### src/rtl/div_iter_ctrl.sv
// div_iter_ctrl: multi-cycle signed/unsigned integer divider sequencer.
// A non-restoring division produces one quotient bit per cycle. A single
// fixup cycle then restores a negative partial remainder and applies the
// result signs. Results are handed to the consumer with a valid/ack
// handshake. busy_o stalls EX while an operation is in flight.
module div_iter_ctrl #(
    parameter int DATA_WIDTH = 32,
    parameter int CNT_WIDTH  = 6
) (
    input  logic                  clk,
    input  logic                  rst,
    input  logic                  start_i,
    input  logic                  signed_i,
    input  logic [DATA_WIDTH-1:0] dividend_i,
    input  logic [DATA_WIDTH-1:0] divisor_i,
    input  logic                  flush_i,
    output logic                  busy_o,
    output logic                  result_valid_o,
    input  logic                  result_ack_i,
    output logic [DATA_WIDTH-1:0] quotient_o,
    output logic [DATA_WIDTH-1:0] remainder_o
);

    typedef enum logic [1:0] {
        ST_IDLE  = 2'd0,
        ST_ITER  = 2'd1,
        ST_FIXUP = 2'd2,
        ST_DONE  = 2'd3
    } state_t;

    localparam logic [DATA_WIDTH-1:0] ALL_ONES = {DATA_WIDTH{1'b1}};
    localparam logic [DATA_WIDTH-1:0] ZERO_W   = {DATA_WIDTH{1'b0}};
    localparam logic [DATA_WIDTH-1:0] ONE_W    = {{(DATA_WIDTH-1){1'b0}}, 1'b1};
    localparam logic [DATA_WIDTH-1:0] MIN_INT  = {1'b1, {(DATA_WIDTH-1){1'b0}}};
    localparam logic [CNT_WIDTH-1:0]  CNT_ONE  = {{(CNT_WIDTH-1){1'b0}}, 1'b1};
    localparam logic [CNT_WIDTH-1:0]  CNT_ZERO = {CNT_WIDTH{1'b0}};
    localparam logic [CNT_WIDTH-1:0]  CNT_INIT = CNT_WIDTH'(DATA_WIDTH);

    // Two's complement negation with DATA_WIDTH-bit wrap.
    function automatic logic [DATA_WIDTH-1:0] negate(input logic [DATA_WIDTH-1:0] val);
        return ~val + ONE_W;
    endfunction

    // Magnitude of an operand; MIN_INT stays MIN_INT, read as unsigned.
    function automatic logic [DATA_WIDTH-1:0] magnitude(input logic [DATA_WIDTH-1:0] val,
                                                        input logic is_signed);
        logic [DATA_WIDTH-1:0] res;
        if (is_signed && val[DATA_WIDTH-1]) begin
            res = negate(val);
        end else begin
            res = val;
        end
        return res;
    endfunction

    state_t                state_q, state_d;
    logic [CNT_WIDTH-1:0]  cnt_q, cnt_d;
    logic [DATA_WIDTH:0]   prem_q, prem_d;     // signed partial remainder
    logic [DATA_WIDTH-1:0] quo_q, quo_d;       // dividend shifting out, quotient shifting in
    logic [DATA_WIDTH-1:0] dvsr_q, dvsr_d;
    logic                  q_neg_q, q_neg_d;
    logic                  r_neg_q, r_neg_d;
    logic [DATA_WIDTH-1:0] quot_res_q, quot_res_d;
    logic [DATA_WIDTH-1:0] rem_res_q, rem_res_d;
    logic                  busy_q, busy_d;
    logic                  valid_q, valid_d;

    logic [DATA_WIDTH:0]   shifted_s;
    logic [DATA_WIDTH:0]   step_s;
    logic [DATA_WIDTH:0]   dvsr_ext_s;
    logic [DATA_WIDTH-1:0] rem_fix_s;
    logic                  a_neg_s;
    logic                  b_neg_s;

    // State, datapath and output registers with synchronous reset.
    always_ff @(posedge clk) begin
        if (rst) begin
            state_q    <= ST_IDLE;
            cnt_q      <= CNT_ZERO;
            prem_q     <= {(DATA_WIDTH+1){1'b0}};
            quo_q      <= ZERO_W;
            dvsr_q     <= ZERO_W;
            q_neg_q    <= 1'b0;
            r_neg_q    <= 1'b0;
            quot_res_q <= ZERO_W;
            rem_res_q  <= ZERO_W;
            busy_q     <= 1'b0;
            valid_q    <= 1'b0;
        end else begin
            state_q    <= state_d;
            cnt_q      <= cnt_d;
            prem_q     <= prem_d;
            quo_q      <= quo_d;
            dvsr_q     <= dvsr_d;
            q_neg_q    <= q_neg_d;
            r_neg_q    <= r_neg_d;
            quot_res_q <= quot_res_d;
            rem_res_q  <= rem_res_d;
            busy_q     <= busy_d;
            valid_q    <= valid_d;
        end
    end

    // Next-state, one non-restoring step, fixup and result capture.
    always_comb begin
        state_d    = state_q;
        cnt_d      = cnt_q;
        prem_d     = prem_q;
        quo_d      = quo_q;
        dvsr_d     = dvsr_q;
        q_neg_d    = q_neg_q;
        r_neg_d    = r_neg_q;
        quot_res_d = quot_res_q;
        rem_res_d  = rem_res_q;

        a_neg_s    = signed_i & dividend_i[DATA_WIDTH-1];
        b_neg_s    = signed_i & divisor_i[DATA_WIDTH-1];

        // Shift {rem,quo} left; the sign of the old remainder picks sub or add.
        // The (DATA_WIDTH+1)-bit wrap is harmless: the true result always fits.
        dvsr_ext_s = {1'b0, dvsr_q};
        shifted_s  = {prem_q[DATA_WIDTH-1:0], quo_q[DATA_WIDTH-1]};
        if (prem_q[DATA_WIDTH]) begin
            step_s = shifted_s + dvsr_ext_s;
        end else begin
            step_s = shifted_s - dvsr_ext_s;
        end

        // Final remainder lies in [0, divisor) so DATA_WIDTH bits suffice.
        if (prem_q[DATA_WIDTH]) begin
            rem_fix_s = prem_q[DATA_WIDTH-1:0] + dvsr_q;
        end else begin
            rem_fix_s = prem_q[DATA_WIDTH-1:0];
        end

        if (flush_i) begin
            state_d = ST_IDLE;
        end else begin
            case (state_q)
                ST_IDLE: begin
                    if (start_i) begin
                        quo_d   = magnitude(dividend_i, signed_i);
                        dvsr_d  = magnitude(divisor_i, signed_i);
                        prem_d  = {(DATA_WIDTH+1){1'b0}};
                        cnt_d   = CNT_INIT;
                        q_neg_d = a_neg_s ^ b_neg_s;
                        r_neg_d = a_neg_s;
                        if (divisor_i == ZERO_W) begin
                            quot_res_d = ALL_ONES;
                            rem_res_d  = dividend_i;
                            state_d    = ST_DONE;
                        end else if (signed_i && (dividend_i == MIN_INT) &&
                                     (divisor_i == ALL_ONES)) begin
                            quot_res_d = MIN_INT;
                            rem_res_d  = ZERO_W;
                            state_d    = ST_DONE;
                        end else begin
                            state_d = ST_ITER;
                        end
                    end else begin
                        state_d = ST_IDLE;
                    end
                end
                ST_ITER: begin
                    prem_d = step_s;
                    quo_d  = {quo_q[DATA_WIDTH-2:0], ~step_s[DATA_WIDTH]};
                    cnt_d  = cnt_q - CNT_ONE;
                    if (cnt_q == CNT_ONE) begin
                        state_d = ST_FIXUP;
                    end else begin
                        state_d = ST_ITER;
                    end
                end
                ST_FIXUP: begin
                    quot_res_d = q_neg_q ? negate(quo_q) : quo_q;
                    rem_res_d  = r_neg_q ? negate(rem_fix_s) : rem_fix_s;
                    state_d    = ST_DONE;
                end
                ST_DONE: begin
                    if (result_ack_i) begin
                        state_d = ST_IDLE;
                    end else begin
                        state_d = ST_DONE;
                    end
                end
                default: begin
                    state_d = ST_IDLE;
                end
            endcase
        end

        busy_d  = (state_d != ST_IDLE);
        valid_d = (state_d == ST_DONE);
    end

    assign busy_o         = busy_q;
    assign result_valid_o = valid_q;
    assign quotient_o     = quot_res_q;
    assign remainder_o    = rem_res_q;

endmodule
### config.mk
export PLATFORM = sky130hd
export DESIGN_NAME = div_iter_ctrl
export DESIGN_NICKNAME = d
export VERILOG_FILES = /design/src/rtl/div_iter_ctrl.sv
export SDC_FILE = /design/constraint.sdc
export NUM_CORES = 1
export LEC_CHECK = 0
export ABC_AREA = 0
export CAP_MARGIN = 15
export CORE_UTILIZATION = 25
export CTS_BUF_LIST = sky130_fd_sc_hd__clkbuf_8 sky130_fd_sc_hd__clkbuf_16
export CTS_CLUSTER_DIAMETER = 40
export CTS_CLUSTER_SIZE = 40
export DETAILED_ROUTE_END_ITERATION = 7
export GPL_TIMING_DRIVEN = 0
export HOLD_SLACK_MARGIN = 0.15
export MAX_ROUTING_LAYER = met4
export PLACE_DENSITY = 0.44
export SLEW_MARGIN = 25
export SYNTH_ARGS = -nofsm -noshare
export SYNTH_HDL_FRONTEND = slang
export SYNTH_SLANG_ARGS = --single-unit
### constraint.sdc
create_clock -name clk -period 4.9 [get_ports clk]
set_input_delay 1.225 -clock clk [delete_from_list [all_inputs] [get_ports clk]]
set_output_delay 1.225 -clock clk [all_outputs]
set_load 0.01 [all_outputs]
==> results.sh, run 1 <==
export IMPL_status="completed"
export IMPL_antenna_found_initial=2
export IMPL_holdBufCountCts=0
export IMPL_worstSetupStartpointType="input pin"
export IMPL_coreArea_um2=55400
export IMPL_synth_edf_count=0
export IMPL_overflow=0
export IMPL_floorplan_initialDensity=0.255
export IMPL_peakVddDrop_uv=289
export IMPL_drt_iter0_drc=1081
export IMPL_avgViaCountPerCell=5.24
export IMPL_grt_max_degree=19
export IMPL_hold_violations=0
export IMPL_portBuffers=135
export IMPL_nets=2181
export IMPL_synthArstFlopShare=0
export IMPL_rrSetupSlack_ps=220
export IMPL_ys_warn_count=0
export IMPL_critical_path_class="in -> reg"
export IMPL_cts_tree="done"
export IMPL_worst_path_most_repeated_cell="buf_6"
export IMPL_multiInputGateArea_um2=10300
export IMPL_syn_area_um2=14100
export IMPL_finalMaxSlewViolations=0
export IMPL_htreeDepth=4
export IMPL_fin_setup_tns_ps=0
export IMPL_seqCellArea_um2=3460
export IMPL_hp_class="reg -> reg"
export IMPL_synth_top_area_frac=0.245
export IMPL_cp_slowest_cell="or4_1"
export IMPL_reg2regPathDepth=19
export IMPL_ant_nets=0
export IMPL_synth_area_per_cell_um2=7.54
export IMPL_antenna_cells=0
export IMPL_period_minus_slack_ps=4720
export IMPL_end_kind="register"
export IMPL_dr_pass1_iters=5
export IMPL_p_per_area_nw_per_um2=247
export IMPL_relSlewSlack=0.269
export IMPL_place_congestion=0.899
export IMPL_finClkSkew_ps=16.6
export IMPL_die_y_um=240
export IMPL_die_w_um=240
export IMPL_ys_types=82
export IMPL_rows=86
export IMPL_clockBufferDepth=2
export IMPL_drc_errors=0
export IMPL_synth_ff_type="dfxtp_1"
export IMPL_synth_nets=2016
export IMPL_fmax_ghz=0.212
export IMPL_cap_violations=0
export IMPL_p_leak_nw=6.43
export IMPL_wire_per_inst_um=21.1
export IMPL_insertion_delay_ps=510
export IMPL_path_cells="clkbuf_2 > inv_1 > ha_2 > or3b_4 > nor4_4 > and2_1 > buf_4 > nand3_2 > or4_4 > nor4_4 > buf_6 > nor4_1 > or4_1 > buf_6 > buf_6 > buf_8 > a211oi_2 > nor3_1"
export IMPL_finalCritPeriodShare=0.963
export IMPL_n_fill_cell=5981
export IMPL_cp_required_ps=5270
export IMPL_synthToLayoutAreaGrowth_pct=24.7
export IMPL_cts_root_buffer="clkbuf_16"
export IMPL_setup_viol=0
export IMPL_synth_seq_cells=173
export IMPL_netlist_instances=1873
export IMPL_path_max_fanout=10
export IMPL_clkTransAtPathRegs_ps=80
export IMPL_drt_wl_total_um=59000
export IMPL_holdWs_ps=455
export IMPL_cts_sinks=173
export IMPL_die_area_um2=57400
export IMPL_ys_seq_area_frac=0.245
export IMPL_cp_slowest_stage_delay_ps=560
export IMPL_drive_gt1_frac=0.0809
export IMPL_grt_pass1_wl_um=87600
export IMPL_ios=136
export IMPL_crit_arrival_ps=5090
export IMPL_synth_area_leaders="dfxtp_1 25%, nor2_1 6.5%, ha_1 6.3%"
export IMPL_grt_pass1_vias=14200
export IMPL_synth_top_area_cell="dfxtp_1"
export IMPL_numCtsBuffers=17
export IMPL_hold_depth=2
export IMPL_dp_hpwl_um=48000
export IMPL_num_vias=14700
export IMPL_worst_pin_slew_ps=1090
export IMPL_grt_usage=0.211
kinds of logic after synthesis:
group	count (synthesis)	share of synthesized area
mux	17	0.0125
fa+ha+maj	73	0.0658
compound gates	601	0.291
xor+xnor	175	0.109
simple gates	645	0.223
buf+inv	189	0.0530
flops	173	0.245
routing by layer:
| layer | GRT usage | vias up | routed length [µm] |
|---|---|---|---|
| li1 | - | 7282 | - |
| met1 | 0.264 | 6957 | 27600 |
| met2 | 0.347 | 345 | 27700 |
| met3 | 0.0301 | 69 | 2300 |
| met4 | 0.0674 | 0 | 1450 |
| met5 | - | - | 0 |
per-stage QoR:
stage                     power (W)  instances  worst slack (ps)  utilization  area [µm²]
after detailed placement    0.00288       2756             -2530        0.296       16400
after global placement      0.00287       2756             -2500        0.296       16400
after CTS                   0.00434       2795             -18.8        0.313       17400
final                       0.00434       2799               180        0.318       17600
after floorplan             0.00245       1873              25.1            -       14100
after global routing        0.00457       2799             -12.6        0.318       17600
synthesized netlist by cell type, types with 69 or more instances:
library cell / count
a211oi_1: 71
dfxtp_1: 173
o21ai_0: 87
clkbuf_1: 92
nand2_1: 122
nor2_1: 246
a21oi_1: 154
nor3_1: 69
ha_1: 71
xor2_1: 80
inv_1: 74
xnor2_1: 95
worst max-delay path, delay by kind of cell:
family / cells / cell delay, ps
AOI/OAI and AO/OA: 1 / 210
adders and majority gates: 1 / 180
and+or+nand+nor: 9 / 2430
buffers and inverters: 7 / 1000
flip-flops by register name, summed over array words and instances (netlist names):
signal,flops
q_neg_q,1
result_valid_o,1
quo_q,32
remainder_o,32
r_neg_q,1
quotient_o,32
prem_q,33
state_q,2
busy_o,1
dvsr_q,32
cnt_q,6
worst paths after layout:
path / endpoint / start
max: remainder_o[0]$_SDFFE_PP0P_ / divisor_i[0]
max reg2reg: prem_q[29]$_SDFFE_PP0P_ / prem_q[32]$_SDFFE_PP0P_
min: quotient_o[27]$_SDFFE_PP0P_ / quotient_o[27]$_SDFFE_PP0P_
min reg2reg: quotient_o[27]$_SDFFE_PP0P_ / quotient_o[27]$_SDFFE_PP0P_
layout make-up:
| cell class | instances | share of cell area |
|---|---|---|
| multi-input cells | 1511 | 0.584 |
| repair buffers | 148 | 0.0828 |
| clock buffers | 17 | 0.0242 |
| plain buffers | 113 | 0.0347 |
| flip-flops and latches | 173 | 0.197 |
| well taps | 748 | 0.0532 |
| clock inverters | 15 | 0.00839 |
| inverters | 74 | 0.0160 |
layout by cell type (no fill, tap or decap), types with 26 or more instances in the layout:
cell type / count
o31ai_1: 26
a21o_1: 34
dfxtp_1: 172
clkdlybuf4s50_1: 127
a21oi_1: 147
a221oi_1: 40
ha_1: 70
xor2_1: 80
inv_1: 74
nor2_1: 245
clkbuf_1: 79
nand2_1: 122
xnor2_1: 94
nand3_1: 31
nor3_1: 67
a211oi_1: 69
o21ai_0: 84
timing repair:
action | 4_1_cts | 5_1_grt
endpoints found under the setup margin | 93 | 73
buffers inserted | 8 | 5
pin swaps | 12 | 18
gates resized for setup | 71 | 63
power by group:
group          switching [W]  internal [W]
clock network       0.000713      0.000673
logic               0.000832      0.000563
registers          0.0000955       0.00147
total                0.00164       0.00270
(Power assumes the default switching activity.)
==> run 2: changes to the inputs <==
SLEW_MARGIN = 20   (was 25)
==> results.sh, run 2 (same netlist as run 1, synthesis figures left out) <==
export IMPL_finClkSkew_ps=16.1
export IMPL_htreeDepth=4
export IMPL_die_y_um=240
export IMPL_fin_setup_tns_ps=0
export IMPL_r2r_start="prem_q[32]$_SDFFE_PP0P_"
export IMPL_holdBufCountCts=0
export IMPL_cp_required_ps=5270
export IMPL_cap_violations=0
export IMPL_num_vias=14700
export IMPL_ant_nets=0
export IMPL_largest_register="prem_q"
export IMPL_cts_sinks=173
export IMPL_largest_register_ffs=33
export IMPL_floorplan_initialDensity=0.255
export IMPL_finalCritPeriodShare=0.960
export IMPL_worst_pin_slew_ps=1070
export IMPL_cts_root_buffer="clkbuf_16"
export IMPL_reg2regPathDepth=22
export IMPL_hold_violations=0
export IMPL_rrSetupSlack_ps=230
export IMPL_p_leak_nw=6.44
export IMPL_worstSetupStartpointType="input pin"
export IMPL_die_w_um=240
export IMPL_wire_per_inst_um=21.1
export IMPL_end_kind="register"
export IMPL_m1WireLength_um=27200
export IMPL_nets=2179
export IMPL_drc_errors=0
export IMPL_wl_met2_um=27500
export IMPL_cp_startpoint="divisor_i[9]"
export IMPL_avgViaCountPerCell=5.27
export IMPL_hp_class="reg -> reg"
export IMPL_grt_max_degree=19
export IMPL_clkTransAtPathRegs_ps=80
export IMPL_place_congestion=0.899
export IMPL_critical_path_class="in -> reg"
export IMPL_period_minus_slack_ps=4700
export IMPL_synthToLayoutAreaGrowth_pct=24.9
export IMPL_cts_tree="done"
export IMPL_routed_wl_met3_um=2540
export IMPL_dp_hpwl_um=48000
export IMPL_portBuffers=135
export IMPL_grt_pass1_wl_um=87300
export IMPL_status="completed"
export IMPL_drt_wl_total_um=59000
export IMPL_crit_arrival_ps=5070
export IMPL_peakVddDrop_uv=309
export IMPL_clockBufferDepth=2
export IMPL_grt_usage=0.211
export IMPL_drive_gt1_frac=0.0815
export IMPL_layout_common_cells="246 x nor2_1, 172 x dfxtp_1, 146 x a21oi_1"
export IMPL_path_max_fanout=10
export IMPL_finalMaxSlewViolations=0
export IMPL_final_util=0.318
export IMPL_overflow=0
export IMPL_relSlewSlack=0.280
export IMPL_coreArea_um2=55400
export IMPL_insertion_delay_ps=520
export IMPL_layout_setup_ws_ps=198
export IMPL_numCtsBuffers=17
export IMPL_die_area_um2=57400
export IMPL_p_per_area_nw_per_um2=250
export IMPL_place_ws_ps=-2560
export IMPL_setup_viol=0
export IMPL_dr_pass1_iters=6
export IMPL_fmax_ghz=0.213
export IMPL_rows=86
export IMPL_worstReg2RegEnd="quo_q[0]$_SDFFE_PP0P_"
export IMPL_grt_pass1_vias=14300
export IMPL_ios=136
export IMPL_crit_path_end="remainder_o[14]$_SDFFE_PP0P_"
export IMPL_antenna_found_initial=3
export IMPL_top_layer="met4"
export IMPL_drt_iter0_drc=1075
export IMPL_final_common_cell="nor2_1"
[run 2: stage by stage]
stage | cell area [µm²] | power, W | instances | hold WS, ps
final | 17600 | 0.00441 | 2798 | 455
after global placement | 16400 | 0.00287 | 2756 | 450
after CTS | 17400 | 0.00441 | 2795 | 460
after floorplan | 14100 | 0.00245 | 1873 | 457
after global routing | 17600 | 0.00464 | 2798 | 476
after detailed placement | 16400 | 0.00289 | 2756 | 450
[run 2: worst min-delay path by stage]
stage / to / slack, ps / from / cells after the start
2_1_floorplan: quo_q[19]$_SDFFE_PP0P_ / 460 / quo_q[19]$_SDFFE_PP0P_ / 2
3_3_place_gp: quotient_o[30]$_SDFFE_PP0P_ / 450 / quotient_o[30]$_SDFFE_PP0P_ / 2
3_5_place_dp: quotient_o[27]$_SDFFE_PP0P_ / 450 / quotient_o[27]$_SDFFE_PP0P_ / 2
4_1_cts: quotient_o[27]$_SDFFE_PP0P_ / 460 / quotient_o[27]$_SDFFE_PP0P_ / 2
5_1_grt: quotient_o[27]$_SDFFE_PP0P_ / 480 / quotient_o[27]$_SDFFE_PP0P_ / 2
6_report: quotient_o[27]$_SDFFE_PP0P_ / 450 / quotient_o[27]$_SDFFE_PP0P_ / 2
[run 2: layout make-up]
cell class                      instances  area [µm²]
Antenna cell                            1        2.50
Buffer                                113         606
Clock buffer                           17         425
Clock inverter                         15         173
Fill cell                            6002       37800
Inverter                               74         278
Multi-Input combinational cell       1511       10300
Sequential cell                       173        3460
Tap cell                              748         936
Timing Repair Buffer                  146        1440
[run 2: per-layer routing]
layer,vias to the layer above,GRT usage
met3,80,0.0320
met1,7007,0.260
li1,7284,-
met4,0,0.0800
met5,-,-
met2,362,0.344
[run 2: power by group]
part           leakage [nW]  switching [W]  internal (W)
clock network         0.298       0.000727      0.000727
logic                  4.73       0.000830      0.000561
registers              1.41      0.0000963       0.00147
total                  6.44        0.00165       0.00276
[run 2: timing repair]
item,in CTS,in global routing
setup buffers,8,3
resized for setup,73,67
pin swaps,11,18
gates cloned,0,0
endpoints found under the setup margin,93,76
[run 2: worst max-delay path: stages]
cell and delay [ps]:
clkdlybuf4s50_1 470, or4_4 470, nor4_4 160, and2_1 150, buf_4 150, nand3_2 90, or4_4 540, nor4_4 240
buf_6 170, nor4_1 100, or4_1 560, buf_6 170, buf_4 190, a221oi_2 280, nor3_1 90
